`src/rtl/can_rx_if.sv`:
```
// Receive-side result bundle of can_rx: decoded frame fields, status pulses,
// ACK request and busy flag.
interface can_rx_if;
    logic [10:0] rx_id;
    logic        rx_rtr;
    logic [3:0]  rx_dlc;
    logic [31:0] rx_data;
    logic        rx_valid;
    logic        rx_error;
    logic [2:0]  error_code;
    logic        ack_out;
    logic        busy;

    modport master (
        output rx_id, rx_rtr, rx_dlc, rx_data, rx_valid, rx_error,
               error_code, ack_out, busy
    );

    modport slave (
        input rx_id, rx_rtr, rx_dlc, rx_data, rx_valid, rx_error,
              error_code, ack_out, busy
    );
endinterface

```
`src/rtl/can_rx.sv`:
```
// CAN 2.0A receiver: bus integration, destuffing, standard frame parsing, CRC-15 check.
// Optional acceptance filter on rx_id == address enabled by `define CAN_RX_FILTER_EN.
module can_rx #(
    parameter int MAX_BYTES = 4,
    parameter int IDLE_BITS = 11
) (
    input  logic        clk,
    input  logic        RESET,
    input  logic        CAN_RX,
    input  logic [10:0] address,
    can_rx_if.master    rx
);
    localparam int IW = $clog2(IDLE_BITS + 1);

    typedef enum logic [3:0] {
        ST_INTEGRATE, ST_IDLE, ST_ARB, ST_CTRL, ST_DATA, ST_CRC,
        ST_CRC_DELIM, ST_ACK_SLOT, ST_ACK_DELIM, ST_EOF
    } state_t;

    state_t      state;
    logic        s;
    logic [IW-1:0] idle_cnt;
    logic [2:0]  stuff_cnt;
    logic        stuff_last;
    logic [14:0] crc;
    logic [14:0] crc_rx;
    logic [5:0]  bit_cnt;
    logic [10:0] id_sh;
    logic        rtr_r;
    logic [3:0]  dlc_r;
    logic [31:0] data_sh;

    logic        destuff, is_stuff, err, filter_ok;
    logic [2:0]  err_code;
    logic [3:0]  dlc_full;
    logic [14:0] crc_nxt;
    logic [31:0] data_aligned;

    function automatic logic [14:0] crc_step(input logic [14:0] c, input logic b);
        crc_step = {c[13:0], 1'b0} ^ ((b ^ c[14]) ? 15'h4599 : 15'h0000);
    endfunction

`ifdef CAN_RX_FILTER_EN
    assign filter_ok = (id_sh == address);
`else
    logic unused_address;
    assign filter_ok      = 1'b1;
    assign unused_address = ^address;
`endif

    assign destuff  = (state == ST_ARB) || (state == ST_CTRL) ||
                      (state == ST_DATA) || (state == ST_CRC);
    assign is_stuff = destuff && (stuff_cnt == 3'd5);
    assign dlc_full = {dlc_r[2:0], s};
    assign crc_nxt  = crc_step(crc, s);

    // A stuff-bit violation masks every field check of the same bit.
    always_comb begin
        err      = 1'b0;
        err_code = 3'd0;
        if (is_stuff && (s == stuff_last)) begin
            err      = 1'b1;
            err_code = 3'd1;
        end else if (!is_stuff) begin
            case (state)
                ST_CTRL: begin
                    if (bit_cnt == 6'd0 && s) begin
                        err      = 1'b1;
                        err_code = 3'd4;
                    end else if (bit_cnt == 6'd5 && dlc_full > 4'(MAX_BYTES)) begin
                        err      = 1'b1;
                        err_code = 3'd2;
                    end
                end
                ST_CRC_DELIM: begin
                    if (!s) begin
                        err      = 1'b1;
                        err_code = 3'd2;
                    end else if (crc_rx != crc) begin
                        err      = 1'b1;
                        err_code = 3'd3;
                    end
                end
                ST_ACK_DELIM, ST_EOF: begin
                    if (!s) begin
                        err      = 1'b1;
                        err_code = 3'd2;
                    end
                end
                default: ;
            endcase
        end
    end

    // Data bits arrive right-justified in data_sh; byte0 goes to [31:24].
    always_comb begin
        case (dlc_r)
            4'd0:    data_aligned = 32'h0;
            4'd1:    data_aligned = {data_sh[7:0], 24'h0};
            4'd2:    data_aligned = {data_sh[15:0], 16'h0};
            4'd3:    data_aligned = {data_sh[23:0], 8'h0};
            default: data_aligned = data_sh;
        endcase
    end

    always_ff @(posedge clk) begin
        if (RESET) begin
            state         <= ST_INTEGRATE;
            s             <= 1'b1;
            idle_cnt      <= '0;
            stuff_cnt     <= 3'd0;
            stuff_last    <= 1'b0;
            crc           <= 15'h0;
            crc_rx        <= 15'h0;
            bit_cnt       <= 6'd0;
            id_sh         <= 11'h0;
            rtr_r         <= 1'b0;
            dlc_r         <= 4'h0;
            data_sh       <= 32'h0;
            rx.rx_id      <= 11'h0;
            rx.rx_rtr     <= 1'b0;
            rx.rx_dlc     <= 4'h0;
            rx.rx_data    <= 32'h0;
            rx.rx_valid   <= 1'b0;
            rx.rx_error   <= 1'b0;
            rx.error_code <= 3'd0;
            rx.ack_out    <= 1'b0;
            rx.busy       <= 1'b0;
        end else begin
            s           <= CAN_RX;
            rx.rx_valid <= 1'b0;
            rx.rx_error <= 1'b0;
            if (err) begin
                rx.rx_error   <= 1'b1;
                rx.error_code <= err_code;
                rx.busy       <= 1'b0;
                rx.ack_out    <= 1'b0;
                idle_cnt      <= '0;
                state         <= ST_INTEGRATE;
            end else begin
                if (destuff) begin
                    if (is_stuff || s != stuff_last) begin
                        stuff_cnt  <= 3'd1;
                        stuff_last <= s;
                    end else begin
                        stuff_cnt <= stuff_cnt + 3'd1;
                    end
                end
                case (state)
                    ST_INTEGRATE: begin
                        if (!s) begin
                            idle_cnt <= '0;
                        end else if (idle_cnt == IW'(IDLE_BITS - 1)) begin
                            idle_cnt <= '0;
                            state    <= ST_IDLE;
                        end else begin
                            idle_cnt <= idle_cnt + 1'b1;
                        end
                    end
                    ST_IDLE: begin
                        if (!s) begin
                            rx.busy    <= 1'b1;
                            stuff_cnt  <= 3'd1;
                            stuff_last <= 1'b0;
                            crc        <= crc_step(15'h0, s);
                            bit_cnt    <= 6'd0;
                            id_sh      <= 11'h0;
                            rtr_r      <= 1'b0;
                            dlc_r      <= 4'h0;
                            data_sh    <= 32'h0;
                            state      <= ST_ARB;
                        end
                    end
                    ST_ARB: if (!is_stuff) begin
                        crc <= crc_nxt;
                        if (bit_cnt < 6'd11) begin
                            id_sh   <= {id_sh[9:0], s};
                            bit_cnt <= bit_cnt + 6'd1;
                        end else begin
                            rtr_r   <= s;
                            bit_cnt <= 6'd0;
                            state   <= ST_CTRL;
                        end
                    end
                    ST_CTRL: if (!is_stuff) begin
                        crc <= crc_nxt;
                        if (bit_cnt >= 6'd2) dlc_r <= dlc_full;
                        if (bit_cnt == 6'd5) begin
                            bit_cnt <= 6'd0;
                            state   <= (rtr_r || dlc_full == 4'd0) ? ST_CRC : ST_DATA;
                        end else begin
                            bit_cnt <= bit_cnt + 6'd1;
                        end
                    end
                    ST_DATA: if (!is_stuff) begin
                        crc     <= crc_nxt;
                        data_sh <= {data_sh[30:0], s};
                        if (bit_cnt == {dlc_r[2:0], 3'b000} - 6'd1) begin
                            bit_cnt <= 6'd0;
                            state   <= ST_CRC;
                        end else begin
                            bit_cnt <= bit_cnt + 6'd1;
                        end
                    end
                    ST_CRC: if (!is_stuff) begin
                        crc_rx <= {crc_rx[13:0], s};
                        if (bit_cnt == 6'd14) begin
                            bit_cnt <= 6'd0;
                            state   <= ST_CRC_DELIM;
                        end else begin
                            bit_cnt <= bit_cnt + 6'd1;
                        end
                    end
                    ST_CRC_DELIM: begin
                        rx.ack_out <= filter_ok;
                        state      <= ST_ACK_SLOT;
                    end
                    ST_ACK_SLOT: begin
                        rx.ack_out <= 1'b0;
                        state      <= ST_ACK_DELIM;
                    end
                    ST_ACK_DELIM: begin
                        bit_cnt <= 6'd0;
                        state   <= ST_EOF;
                    end
                    ST_EOF: begin
                        if (bit_cnt == 6'd6) begin
                            rx.busy <= 1'b0;
                            state   <= ST_IDLE;
                            if (filter_ok) begin
                                rx.rx_valid <= 1'b1;
                                rx.rx_id    <= id_sh;
                                rx.rx_rtr   <= rtr_r;
                                rx.rx_dlc   <= dlc_r;
                                rx.rx_data  <= data_aligned;
                            end
                        end else begin
                            bit_cnt <= bit_cnt + 6'd1;
                        end
                    end
                    default: state <= ST_INTEGRATE;
                endcase
            end
        end
    end
endmodule

```
`src/flat_wrapper.sv`:
```
// flat-port wrapper written by rule: the top's interface ports become plain ports
module can_rx_flat 
#(
    parameter int MAX_BYTES = 4,
    parameter int IDLE_BITS = 11
)
  (clk, RESET, CAN_RX, address, rx_rx_id, rx_rx_rtr, rx_rx_dlc, rx_rx_data, rx_rx_valid, rx_rx_error, rx_error_code, rx_ack_out, rx_busy);
  can_rx_if rx_i ();
  input  logic clk;
  input  logic RESET;
  input  logic CAN_RX;
  input  logic [10:0] address;
  output wire logic [$bits(rx_i.rx_id)-1:0] rx_rx_id;
  output wire logic [$bits(rx_i.rx_rtr)-1:0] rx_rx_rtr;
  output wire logic [$bits(rx_i.rx_dlc)-1:0] rx_rx_dlc;
  output wire logic [$bits(rx_i.rx_data)-1:0] rx_rx_data;
  output wire logic [$bits(rx_i.rx_valid)-1:0] rx_rx_valid;
  output wire logic [$bits(rx_i.rx_error)-1:0] rx_rx_error;
  output wire logic [$bits(rx_i.error_code)-1:0] rx_error_code;
  output wire logic [$bits(rx_i.ack_out)-1:0] rx_ack_out;
  output wire logic [$bits(rx_i.busy)-1:0] rx_busy;
  assign rx_rx_id = rx_i.rx_id;
  assign rx_rx_rtr = rx_i.rx_rtr;
  assign rx_rx_dlc = rx_i.rx_dlc;
  assign rx_rx_data = rx_i.rx_data;
  assign rx_rx_valid = rx_i.rx_valid;
  assign rx_rx_error = rx_i.rx_error;
  assign rx_error_code = rx_i.error_code;
  assign rx_ack_out = rx_i.ack_out;
  assign rx_busy = rx_i.busy;
  can_rx #(.MAX_BYTES(MAX_BYTES), .IDLE_BITS(IDLE_BITS)) u_core (.clk(clk), .RESET(RESET), .CAN_RX(CAN_RX), .address(address), .rx(rx_i));
endmodule
```
`config.mk`:
```
export PLATFORM = sky130hd
export DESIGN_NAME = can_rx_flat
export DESIGN_NICKNAME = d
export VERILOG_FILES = /design/src/rtl/can_rx_if.sv /design/src/rtl/can_rx.sv /design/src/flat_wrapper.sv
export SDC_FILE = /design/constraint.sdc
export NUM_CORES = 1
export LEC_CHECK = 0
export CORE_AREA = 2 2 148 106
export DETAILED_ROUTE_END_ITERATION = 12
export DIE_AREA = 0 0 150 108
export GPL_ROUTABILITY_DRIVEN = 0
export GPL_TIMING_DRIVEN = 0
export PLACE_DENSITY = 0.7
export RECOVER_POWER = 100
export SLEW_MARGIN = 30
export SYNTH_ARGS = -nofsm -noshare
export SYNTH_HDL_FRONTEND = slang
export SYNTH_SLANG_ARGS = --single-unit
export TNS_END_PERCENT = 5
```
`constraint.sdc`:
```
create_clock -name clk -period 2.8 [get_ports clk]
set_input_delay 0.28 -clock clk [delete_from_list [all_inputs] [get_ports clk]]
set_output_delay 0.28 -clock clk [all_outputs]
set_load 0.03 [all_outputs]
```
; ---- Word-level counts from Yosys, hierarchy flattened
; Cells that the tools add are included.
[totals]
elab_cells = 181
output_inout_bits = 55
ff_bits = 152
[op_classes]
bitwise = 5
n_lt_le_gt_ge = 3
muxes = 77
reduce_logical = 34
eq_ne = 37
add_sub_neg = 4
[op_table]
columns = cell, n
row1 = 32-bit case mux with 4 select lines, 1
row2 = 4-bit two-way mux, 17
row3 = 32-bit two-way mux, 2
row4 = 32-bit case mux with 2 select lines, 1
row5 = 6-bit two-way mux, 10
row6 = 15-bit two-way mux, 3
row7 = 6-bit case mux with 7 select lines, 1
row8 = 4-bit case mux with 10 select lines, 1
row9 = 11-bit two-way mux, 3
row10 = 15-bit case mux with 2 select lines, 1
row11 = 2-bit != test (second input constant), 13
row12 = 3-bit two-way mux, 8
row13 = 11-bit case mux with 2 select lines, 1
row14 = 1-bit two-way mux, 19
row15 = 4-bit by 2-bit equality test with 1-bit output (second input constant), 4
row16 = 4-bit by 3-bit equality test with 1-bit output (second input constant), 4
row17 = 15-bit != test, 1
row18 = 5-bit AND reduction, 3
row19 = 15-bit bitwise XOR, 1
row20 = 4-bit equality test (second input constant), 3
row21 = 6-bit by 3-bit equality test with 1-bit output (second input constant), 2
row22 = 4-bit zero test, 3
row23 = 12-bit AND reduction, 1
row24 = 2-bit nonzero test, 6
row25 = other kinds (30), 51

; ---- Logic depth before layout (Yosys ltp)
[logic_depth]
word_depth = 10
ltp_mapped = 12

; ---- Worst setup path after synthesis
; No wires, ideal clock.
[synth_path]
kind = register to register
startpoint = register u_core.stuff_cnt[1]
endpoint = register u_core.crc[10]
stages_incl_launch_ff = 13
t_arrival_ns = 2.246
synth_period_minus_slack_ns = 2.365
slack_ns = 0.435
required_ns = 2.680
setup_time_ns = 0.120
path_buffers = 3
path_cell_list = dfxtp_1 > inv_1 > ha_1 > and2_1 > nand3b_2 > o21ai_1 > a211o_1 > o21ba_2 > buf_6 > or3_1 > buf_6 > buf_6 > mux2i_1
[synth_via]
elab_chain_len = 6
word_cells_on_any_way = 8
cone_classes = eq/ne (2) / mux (2) / bitwise (1) / reduce/logical (3)
[synth_rtl]
columns = element, line
row1 = from (decl), can_rx.sv:23  ; logic [2:0] stuff_cnt;
row2 = from (signal assigned), can_rx.sv:146  ; stuff_cnt <= stuff_cnt + 3'd1;
row3 = 3-bit equality test (*), can_rx.sv:53  ; assign is_stuff = destuff && (stuff_cnt == 3'd5);
row4 = 1-bit logical AND (*), can_rx.sv:53
row5 = 1-bit two-way mux / 1-bit logical AND (equally long branches), "can_rx.sv:64, can_rx.sv:61"
row6 = 1-bit two-way mux, can_rx.sv:61  ; if (is_stuff && (s == stuff_last)) begin
row7 = 1-bit inverter (no source line), --
row8 = 4-bit AND reduction (no source line) (*), --
row9 = to (signal assigned), can_rx.sv:165  ; crc <= crc_step(15'h0, s);
row10 = to (signal assigned), can_rx.sv:175  ; crc <= crc_nxt;
row11 = to (signal assigned), can_rx.sv:186  ; crc <= crc_nxt;
row12 = to (decl), can_rx.sv:25  ; logic [14:0] crc;
; Mark *: on every way between the ends. The rest lies on a longest branch, timed or not.
; A chain may end at the register's enable or synchronous reset.

; ---- Final worst setup path
[layout_path]
startpoint = register u_core.stuff_cnt[1]
endpoint = register u_core.rx.rx_data[12]
[layout_via]
elab_chain_len = 6
word_cells_on_any_way = 7
cone_classes = eq/ne (1) / mux (2) / bitwise (1) / reduce/logical (3)
[layout_rtl]
columns = element, line
row1 = 3-bit equality test (*), can_rx.sv:53
row2 = 1-bit logical AND (*), can_rx.sv:53
row3 = 1-bit two-way mux / 1-bit logical AND (equally long branches), "can_rx.sv:64, can_rx.sv:61"
row4 = 1-bit two-way mux (*), can_rx.sv:61
row5 = 1-bit inverter (no source line) (*), --
row6 = 3-bit AND reduction (no source line) (*), --
row7 = to (signal assigned), can_rx.sv:235  ; rx.rx_data <= data_aligned;
row8 = to (decl), can_rx_if.sv:15  ; output rx_id, rx_rtr, rx_dlc, rx_data, rx_valid, rx_error,
; Marks and branches as above.

==> metrics.log <==
[metrics] Mapped Cells: 888
[metrics] signal arrival time at the worst endpoint: 3080 ps
[metrics] power share of the sequential group: 45.8%
[metrics] final hold violation count: 0
[metrics] placed wire-length estimate after detailed placement: 15,320 um
[metrics] Most used DFF post-synth: dfxtp_1
[metrics] # setup viols final: 0
[metrics] slew at the pin closest to its max-slew limit: 759.5 ps
[metrics] horizontal extent of the die: 150 um
[metrics] later-pin clock latency in the skew report: 430 ps
[metrics] wire length the detailed router placed on met1: 11,010 um
[metrics] cell leakage power: 3.060 nW
[metrics] post-layout utilization of the core: 59.98%
[metrics] CTS H-tree depth: 4
[metrics] FF-to-FF path depth: 10
[metrics] fraction of power consumed by combinational cells: 1.9%
[metrics] instance area after placement: 8071 um^2
[metrics] CP max FO: 10
[metrics] Netlist Area Pre-Place: 7267 um^2
[metrics] sw frac: 21.09%
[metrics] total CTS buffers: 17
[metrics] met3 WL post-DR: 2269 um
[metrics] post-DR vias/cell: 5.942
[metrics] I/O pin cnt: 69
[metrics] global router's overall resource usage: 27.30%
[metrics] number of enable flip-flop cells after synthesis: 0
[metrics] antenna cell count: 0
[metrics] final routed DRC violation total: 0
[metrics] Post-layout nets: 990
[metrics] unrepaired setup endpoints after global routing: true
[metrics] internal power: 3.736 mW
[metrics] max-slew violations: 0
[metrics] sequential share of the synthesized area: 41.87%
[metrics] wire length on met2: 7813 um
[metrics] kind of capture point of the worst setup path: flip-flop
[metrics] worst clock skew: 11.82 ps
[metrics] maximum buffer depth of the clock tree: 2
[metrics] height of the chip: 108 um
[metrics] vias in the first global route: 6,121
[metrics] detail-routed net length per standard cell: 18.21 um
[metrics] area added between synthesis and finish: 20.75%
[metrics] CP Class: reg2reg
[metrics] Non-Filler Cell Area, Final: 8775 um^2
[metrics] via count: 6,958
[metrics] setup fix buffers added after clock tree synthesis: 0
[metrics] instance count along the most critical hold path: 2
[metrics] Async SR Flop Fraction: 0%
[metrics] Avg Synthesized Cell Area: 8.184 um^2
[metrics] power density over the cells: 539.6 nW/um^2
[metrics] clock sink count: 152
[metrics] Fillers: 1,355
[metrics] first-pass GRT wire length: 33,980 um
[metrics] count of cell types in the netlist: 60
[metrics] minimum period implied by the final worst setup slack: 2756 ps
[metrics] achievable frequency: 362.9 MHz
[metrics] # Max-Cap Violations: 0
[metrics] number of buffers inserted by hold repair at cts: 0
[metrics] number of antenna violations at the first check in global routing: 0
[metrics] clock slew seen by the registers of the worst setup and hold paths: 60 ps
[metrics] Initial Util: 49.67%
[metrics] Syn. warnings: 0
[metrics] detailed-router iteration count before antenna repair: 6
[metrics] highest routing layer actually used: met4
[metrics] core box area: 14,630 um^2
[metrics] # rows: 37
[metrics] Total Routed Length: 21,330 um
[metrics] most area-consuming cells after synthesis: dfxtp_1 42%, a21oi_1 8.1%, nand3_1 5.9%
[metrics] sw power: 0.9986 mW
[metrics] period utilisation layout: 98.42%
[metrics] CP Launch Type: flip-flop
[metrics] I/O Buffers: 56
[metrics] clk root buf: clkbuf_16
[metrics] DR iter-0 viols: 858
[metrics] fraction of final layout cells sized beyond drive strength 1: 7.582%
[metrics] Remaining Overflow, GRT: 0
[metrics] result of the run: finished, final reports clean
[metrics] Data required, critical path: 3130 ps
[metrics] flops & latches, synth: 152
[metrics] Die ar.: 16,200 um^2
[metrics] Synth area leader: dfxtp_1
[metrics] clock tree from TritonCTS: yes
[metrics] type of the worst min-delay path: in2reg
[metrics] worst max-slew margin expressed relative to the limit: 49.01%
[metrics] antenna-violating nets left: 0
[metrics] maximum number of pins on one net before global-route repair: 17
[metrics] syn nets: 915
[metrics] clock share of power: 52.2%
[metrics] maximum vdd ir drop: 0.0004051 V
[metrics] area fraction of the dominant cell type after synthesis: 41.87%
-- critical path, cell delays in order (launching register included) --
cell and delay, ps:
dfxtp_1 330, inv_1 60, ha_1 180, and2_2 240, nand3b_2 130, o21ai_1 90
a211o_1 300, o21bai_2 390, clkbuf_1 510, a21oi_1 130, a211oi_1 290
-- power groups by stage --
stage	Combinational, mW	Clock, mW	Sequential, mW
after floorplan	0.0613	0	2.22
after CTS	0.0899	2.50	2.17
after detailed placement	0.0898	0	2.22
after global routing	0.0996	2.59	2.17
after global placement	0.0890	0	2.22
final	0.0921	2.47	2.17
-- registers in the layout, indices dropped and copies added, names as in the netlist, 3 cells and up --
| signal | flops |
|---|---|
| u_core.data_sh | 32 |
| u_core.rx.rx_data | 32 |
| u_core.crc | 15 |
| u_core.crc_rx | 15 |
| u_core.id_sh | 11 |
| u_core.rx.rx_id | 11 |
| u_core.bit_cnt | 6 |
| u_core.dlc_r | 4 |
| u_core.idle_cnt | 4 |
| u_core.rx.rx_dlc | 4 |
| u_core.state | 4 |
| u_core.rx.error_code | 3 |
| u_core.stuff_cnt | 3 |
-- what timing repair did --
item / CTS / global route
resized for setup: 7 / 24
setup endpoints to repair: 45 / 98
cloned: 0 / 0
pin swaps: 0 / 0
-- path summary, 6_finish.rpt --
kind | start | end | slack [ps]
setup / recovery | u_core.stuff_cnt[1] | u_core.rx.rx_data[12] | 40
setup reg to reg | u_core.stuff_cnt[1] | u_core.rx.rx_data[12] | 40
hold reg to reg | u_core.id_sh[10] | u_core.id_sh[10] | 460
hold / removal | CAN_RX | u_core.s | 420
-- per-stage QoR --
stage	total power, mW	TNS (ps)	cells	hold WS [ps]	setup slack [ps]
finish	4.735	0	1171	420.1	44.15
detailed placement	2.308	-11630	1139	448.0	-417.0
global placement	2.307	-10780	1139	443.5	-387.4
CTS	4.759	0	1171	411.8	36.74
global route	4.858	-386.0	1171	422.3	-68.59
floorplan	2.278	0	888	383.8	434.6
-- per-layer routing --
layer	track usage, %	vias up
met3	7.722	17
li1	-	3317
met5	0	-
met2	33.43	321
met4	6.402	0
met1	45.10	3303
-- layout by cell type (no fill, tap or decap), types with 26 or more instances in the layout --
master and n:
a21oi_1 115, nand2_1 106, nand3_1 85, clkbuf_1 56, a211oi_1 26, nor2_1 40
nand2b_1 43, dlygate4sd3_1 55, dfxtp_1 151, o21ai_0 51
-- final cells by class --
type	instances	area, um^2	share of cell area [%]
clock buffers	22	464.2	5.290
inverters	8	30.03	0.3422
multi-input cells	651	3913	44.59
repair buffers	56	560.5	6.388
plain buffers	77	354.1	4.035
flip-flops and latches	152	3044	34.69
clock inverters	10	165.2	1.882
well taps	195	244.0	2.781
-- synth_stat cells, types with 9 or more instances --
master    instances
dfxtp_1         152
a21oi_1         117
nand2_1         106
nand3_1          86
clkbuf_1         62
o21ai_0          52
nand2b_1         43
nor2_1           42
a211oi_1         26
xnor2_1          21
a222oi_1         17
mux2i_1          17
ha_1             13
nor3b_1          12
a22oi_1           9
nor2b_1           9
-- kinds of logic (layout without fill, tap and decap cells) --
group	count (synthesis)	count (layout)	share of synthesized area, %
mux	19	19	2.651
compound gates	249	249	20.56
fa+ha+maj	13	13	2.238
flops	152	152	41.87
xor+xnor	26	26	3.340
simple gates	344	344	24.21
buf+inv	85	173	5.131
No activity file was read; power rests on OpenSTA's default activity.
